## config.mk

```make
export PLATFORM = sky130hd
export DESIGN_NAME = decode_stage_pipe
export DESIGN_NICKNAME = d
export VERILOG_FILES = /design/src/rtl/decode_stage_pipe.sv
export SDC_FILE = /design/constraint.sdc
export NUM_CORES = 1
export LEC_CHECK = 0
export CORE_UTILIZATION = 45
export CTS_BUF_LIST = sky130_fd_sc_hd__clkbuf_8
export CTS_CLUSTER_DIAMETER = 200
export DETAILED_ROUTE_END_ITERATION = 7
export SKIP_LAST_GASP = 1
export SYNTH_ARGS = -nofsm -noshare
export SYNTH_HDL_FRONTEND = slang
export SYNTH_SLANG_ARGS = --single-unit
```

## constraint.sdc

```tcl
create_clock -name clk -period 3.2 [get_ports clk]
set_input_delay 0.64 -clock clk [delete_from_list [all_inputs] [get_ports clk]]
set_output_delay 0.64 -clock clk [all_outputs]
set_load 0.005 [all_outputs]
```

## src/rtl/decode_stage_pipe.sv

```systemverilog
// rtl/decode_stage_pipe.sv - instruction decode stage with register file and ID/EX pipeline register
//
// Splits a 16-bit instruction into fields, reads an NREGS x XLEN register file
// (r0 reads as zero), builds sign_extend(imm8) << IMM_SHIFT and registers the
// result into an ID/EX stage with a valid/ready handshake, stall and flush.
//
// Ports:
//   clk, rst          rising-edge clock, synchronous active-low reset
//   in_valid/in_ready upstream handshake; in_ir instruction, in_pc its PC
//   wb_en/wb_addr/wb_data  register file write port
//   flush             kill the held/incoming instruction
//   out_valid/out_ready    downstream handshake
//   out_pc, out_a, out_b, out_op, out_rd, out_rs1, out_rs2, out_imm  ID/EX payload
//
// Build option: define DECODE_WB_BYPASS_EN so a capture sees a same-edge
// write-back to rs1/rs2 (write-through); otherwise the capture reads the
// pre-write value.
module decode_stage_pipe #(
  parameter int XLEN      = 16,
  parameter int NREGS     = 16,
  parameter int IMM_SHIFT = 1
) (
  input  logic            clk,
  input  logic            rst,
  input  logic            in_valid,
  output logic            in_ready,
  input  logic [15:0]     in_ir,
  input  logic [XLEN-1:0] in_pc,
  input  logic            wb_en,
  input  logic [3:0]      wb_addr,
  input  logic [XLEN-1:0] wb_data,
  input  logic            flush,
  output logic            out_valid,
  input  logic            out_ready,
  output logic [XLEN-1:0] out_pc,
  output logic [XLEN-1:0] out_a,
  output logic [XLEN-1:0] out_b,
  output logic [3:0]      out_op,
  output logic [3:0]      out_rd,
  output logic [3:0]      out_rs1,
  output logic [3:0]      out_rs2,
  output logic [XLEN-1:0] out_imm
);

  localparam int         IDXW    = $clog2(NREGS);
  localparam logic [4:0] NREGS_L = 5'(NREGS);

  logic [XLEN-1:0] regs [NREGS];

  logic [3:0]      f_op, f_rd, f_rs1, f_rs2;
  logic [7:0]      f_imm8;
  logic [XLEN-1:0] imm_sx, imm_val;
  logic            rs1_ok, rs2_ok, wb_ok, capture;
  logic [XLEN-1:0] rd_a, rd_b, val_a, val_b;

  assign f_op   = in_ir[3:0];
  assign f_rd   = in_ir[7:4];
  assign f_rs1  = in_ir[11:8];
  assign f_rs2  = in_ir[15:12];
  assign f_imm8 = in_ir[15:8];

  assign imm_sx  = {{(XLEN-8){f_imm8[7]}}, f_imm8};
  assign imm_val = imm_sx << IMM_SHIFT;

  // Indices 0 and >= NREGS have no storage behind them and read as zero.
  assign rs1_ok = (f_rs1 != 4'd0) && ({1'b0, f_rs1} < NREGS_L);
  assign rs2_ok = (f_rs2 != 4'd0) && ({1'b0, f_rs2} < NREGS_L);
  assign wb_ok  = wb_en && (wb_addr != 4'd0) && ({1'b0, wb_addr} < NREGS_L);

  always_comb begin
    rd_a = '0;
    rd_b = '0;
    if (rs1_ok) rd_a = regs[f_rs1[IDXW-1:0]];
    if (rs2_ok) rd_b = regs[f_rs2[IDXW-1:0]];
  end

`ifdef DECODE_WB_BYPASS_EN
  // Write-through: a write landing on this edge is forwarded into the capture.
  assign val_a = (wb_ok && wb_addr == f_rs1) ? wb_data : rd_a;
  assign val_b = (wb_ok && wb_addr == f_rs2) ? wb_data : rd_b;
`else
  assign val_a = rd_a;
  assign val_b = rd_b;
`endif

  // Accepting while draining keeps the stage bubble-free.
  assign in_ready = !out_valid || out_ready;
  assign capture  = in_valid && in_ready && !flush;

  always_ff @(posedge clk) begin
    if (!rst) begin
      for (int i = 0; i < NREGS; i++) regs[i] <= '0;
    end else if (wb_ok) begin
      regs[wb_addr[IDXW-1:0]] <= wb_data;
    end
  end

  // Payload only loads on capture; drain, stall and flush all leave it untouched.
  always_ff @(posedge clk) begin
    if (!rst) begin
      out_valid <= 1'b0;
      out_pc    <= '0;
      out_a     <= '0;
      out_b     <= '0;
      out_op    <= '0;
      out_rd    <= '0;
      out_rs1   <= '0;
      out_rs2   <= '0;
      out_imm   <= '0;
    end else begin
      if (flush) begin
        out_valid <= 1'b0;
      end else if (in_ready) begin
        out_valid <= in_valid;
      end
      if (capture) begin
        out_pc  <= in_pc;
        out_a   <= val_a;
        out_b   <= val_b;
        out_op  <= f_op;
        out_rd  <= f_rd;
        out_rs1 <= f_rs1;
        out_rs2 <= f_rs2;
        out_imm <= imm_val;
      end
    end
  end

endmodule

```

==> After elaboration in Yosys (flattened, before gate mapping) <==
Memory sizes are Yosys's and may differ from the RTL's.
Cells that the tools add are included.
Widths: inputs -> output; s select.
{ "op_classes": {"muxes": 9, "bitwise_logic": 1, "reduce_logical": 11} }
{ "ops": {"columns": ["cell", "n"], "rows": [
  ["$mux 16", 3],
  ["$reduce_or 16->1", 1],
  ["$reduce_bool 4->1", 3],
  ["$mux 1", 5],
  ["$mux 4", 1],
  ["$logic_and 1x1->1", 3],
  ["$logic_not 1->1", 2],
  ["$reduce_or 2->1", 1],
  ["$logic_or 1x1->1", 1],
  ["$not 1->1", 1]
]} }
{ "totals": {"regBits": 73, "mem_bits_rw": 256, "in_bits": 58, "wordCells": 31, "n_memories": 1} }
{ "mem_list": {"columns": ["name", "words", "word_bits", "rd", "rd_clocked_by_memory_dff", "write_ports", "line_no", "source"], "rows": [
  ["regs", 16, 16, 2, 0, 16, "48", "logic [XLEN-1:0] regs [NREGS];"]
]} }

==> Depth between registers and ports, before layout <==
{ "logic_depth": {"ltp_word": 7, "depth_mapped": 6, "depth_no_buf": 4} }

==> Least setup slack after synthesis <==
OpenSTA, ideal clock, no wires.
{ "synth_timing": {"path_type": "input port to flip-flop", "start": "input port rst", "end": "memory regs[5][0] (enable)", "setup_ps": 411, "arrival_time_ps": 2266, "slack_ps": 522, "cell_stages": 3, "cell_sequence": "buf_2 -> nand4b_1 -> o21ai_0"} }
{ "synth_lines": {"columns": ["item", "line_no", "source"], "rows": [
  ["from (decl)", "24", "input logic rst,"],
  ["to (decl)", "48", null]
]} }

==> Worst setup path in the final report <==
{ "layout_timing": {"start": "input port out_ready", "end": "output port in_ready"} }
{ "layout_via": {"elab_chain_len": 1} }
{ "layout_lines": {"columns": ["item", "line_no", "source"], "rows": [
  ["from (decl)", "34", "input logic out_ready,"],
  ["$logic_or 1x1->1", "87", "assign in_ready = !out_valid || out_ready;"],
  ["to (decl)", "26", "output logic in_ready,"]
]} }
Every way passes these cells.

==> results.json <==
{
  "synthArstFlopShare_pct": 0,
  "dpl.hpwl_um": 27900,
  "synth_edf_count": 256,
  "synthTopCellsByArea": "edfxtp_1 (49%), mux4_2 (18%), and2_1 (9.6%)",
  "setup_violations": 0,
  "worst_ep_required_time_ns": 2.56,
  "finalNonFillerCells": 1732,
  "htreeDepth": 2,
  "min_period_ns": 2.56,
  "syn2layout_area_growth_pct": 20.5,
  "viasPerCell": 5.69,
  "clk_path_buf_depth": 3,
  "die_area_um2": 35600,
  "ir_worst_vdd_mv": 0.279,
  "yosysTopAreaCell": "edfxtp_1",
  "grt_pass1_wl_um": 65000,
  "synth-seq-cells": 321,
  "cts_tree": "done",
  "clk_transition_reported_paths_ns": 0.06,
  "hold_violations": 0,
  "grtUsageTotal_pct": 25.0,
  "hold_buffers": 0,
  "portBuffers": 138,
  "tightest_slew_ns": 0.828,
  "die_h_um": 189,
  "start_util_pct": 46.3,
  "hold_path_class": "reg -> reg",
  "slew_headroom_pct": 44.8,
  "timing.final.crit_share_pct": 79.9,
  "vias": 9859,
  "num-fill-cells": 2769,
  "worstSetupPathType": "in -> out",
  "drive_above_1_share_pct": 25.5,
  "antenna_cells": 0,
  "syn_inst": 1068,
  "finClkSkew_ns": 0.0212,
  "yosysMostFrequentCell": "edfxtp_1",
  "finalNetCount": 1296,
  "drc": 0,
  "grt_pass1_vias": 10200,
  "synthFlopType": "edfxtp_1",
  "cts-root-buf": "clkbuf_8",
  "maxCapViolCount": 0,
  "fp-row-count": 67,
  "status": "finished clean",
  "arrival_ns": 1.92,
  "power_mw": 9.67,
  "tns_ns": 0,
  "clkSinkCount": 321,
  "grt_setup_unrepaired": "false",
  "yosysTopAreaCellShare_pct": 49.0,
  "fmax_mhz": 391,
  "crit_path_end_kind": "primary output",
  "clock_latency_ns": 0.58,
  "synthTopCellsByCount": "edfxtp_1 (256), and2_1 (240), mux4_2 (128)",
  "cts_setup_buffers": 0,
  "p_leak_nw": 6.71,
  "ios": 140,
  "setup_ws_ns": 0.643,
  "dpl-instance-area_um2": 17800,
  "power.density_nw_per_um2": 512,
  "ys_types": 29,
  "place_congestion": 0.845,
  "avgRoutedWirePerCell_um": 25.2,
  "avgSynthCellArea_um2": 14.7,
  "grt_max_degree": 49,
  "worst-path-max-fanout": 7,
  "mappedNetlistArea_um2": 15700,
  "first_iter_violations": 848,
  "seq_area_frac_synth_pct": 57.3,
  "drtPass1Iterations": 5,
  "antenna_found_initial": 0,
  "cts_resized": 0,
  "wirelength_um": 43700,
  "final_area_um2": 18900,
  "gr-total-overflow": 0,
  "finalMaxSlewViolations": 0,
  "dpl.cell_count": 1629,
  "numCtsBuffers": 55,
  "core_area_um2": 33900,
  "drtAntennaViolNets": 0,
  "place_ws_ns": 0.517,
  "start_kind": "input pin",
  "die_w_um": 189,
  "yosys_warnings": 0
}
[where the power goes]
part | switching (mW) | internal (mW)
combinational | 0.544 | 0.598
clock | 1.70 | 1.94
sequential | 0.134 | 4.75
[through the flow]
step,utilization (%),hold WS [ns]
final,55.8,0.453
after global routing,55.8,0.473
after detailed placement,52.6,0.446
after global placement,52.6,0.441
after CTS,55.8,0.454
after floorplan,-,0.453
[worst max-delay path, cell delays in order]
cell and delay, ns:
clkdlybuf4s50_1 0.46, nand2b_1 0.26, clkdlybuf4s50_1 0.56
[final timing paths]
path                                 from         to  slack [ns]  cells after the start
worst max-delay path            out_ready   in_ready        0.64                      3
worst min-delay path            out_op[0]  out_op[0]        0.45                      2
worst max register to register  out_valid   out_b[3]        1.51                      5
worst min register to register  out_op[0]  out_op[0]        0.45                      2
[registers in the layout, indices dropped and copies added, names as in the netlist]
signal / count
out_imm: 1
regs: 256
out_rd: 4
out_rs2: 4
out_rs1: 3
out_pc: 16
out_valid: 1
out_op: 4
out_a: 16
out_b: 16
[per-layer routing]
layer  wire (um)  up-vias  GRT usage (%)
met5           0        -              0
met4        1150        0           8.41
met3        2430       71           3.80
met2       21900      331           41.8
met1       18300     5100           33.5
li1            -     4357              -
[logic make-up after synthesis]
group / share of synthesized area [%]
mux: 22.7
flops: 57.3
compound gates: 3.40
other cells: 0.0239
buf+inv: 3.23
simple gates: 13.3
[cells in the final DEF, fill, tap and decap left out, types with 2 or more instances in the layout]
cell type          n
o21ai_2            9
conb_1            17
inv_1             11
dfxtp_1           65
mux2_2            32
mux2i_1           32
and2_1           240
a221o_1           32
nand4b_1           2
nand2b_1           9
buf_12             8
nor3_2             5
clkinv_1          12
clkinv_2          12
nand4_1            3
nor2_1            41
a21oi_1           32
buf_2              2
clkdlybuf4s50_1  132
mux4_2           128
nand2_1           66
clkbuf_8          69
buf_4             57
edfxtp_1         256
nor3_1             2
nor4_2             3
[area by class of cell]
class,count,area (um^2),area share [%]
Inverter,2,7.51,0.0397
Clock inverter,34,143,0.755
Multi-Input combinational cell,659,6330,33.5
Sequential cell,321,8990,47.6
Tap cell,448,561,2.97
Timing Repair Buffer,199,1920,10.2
Clock buffer,69,950,5.02
(Power assumes the default switching activity.)
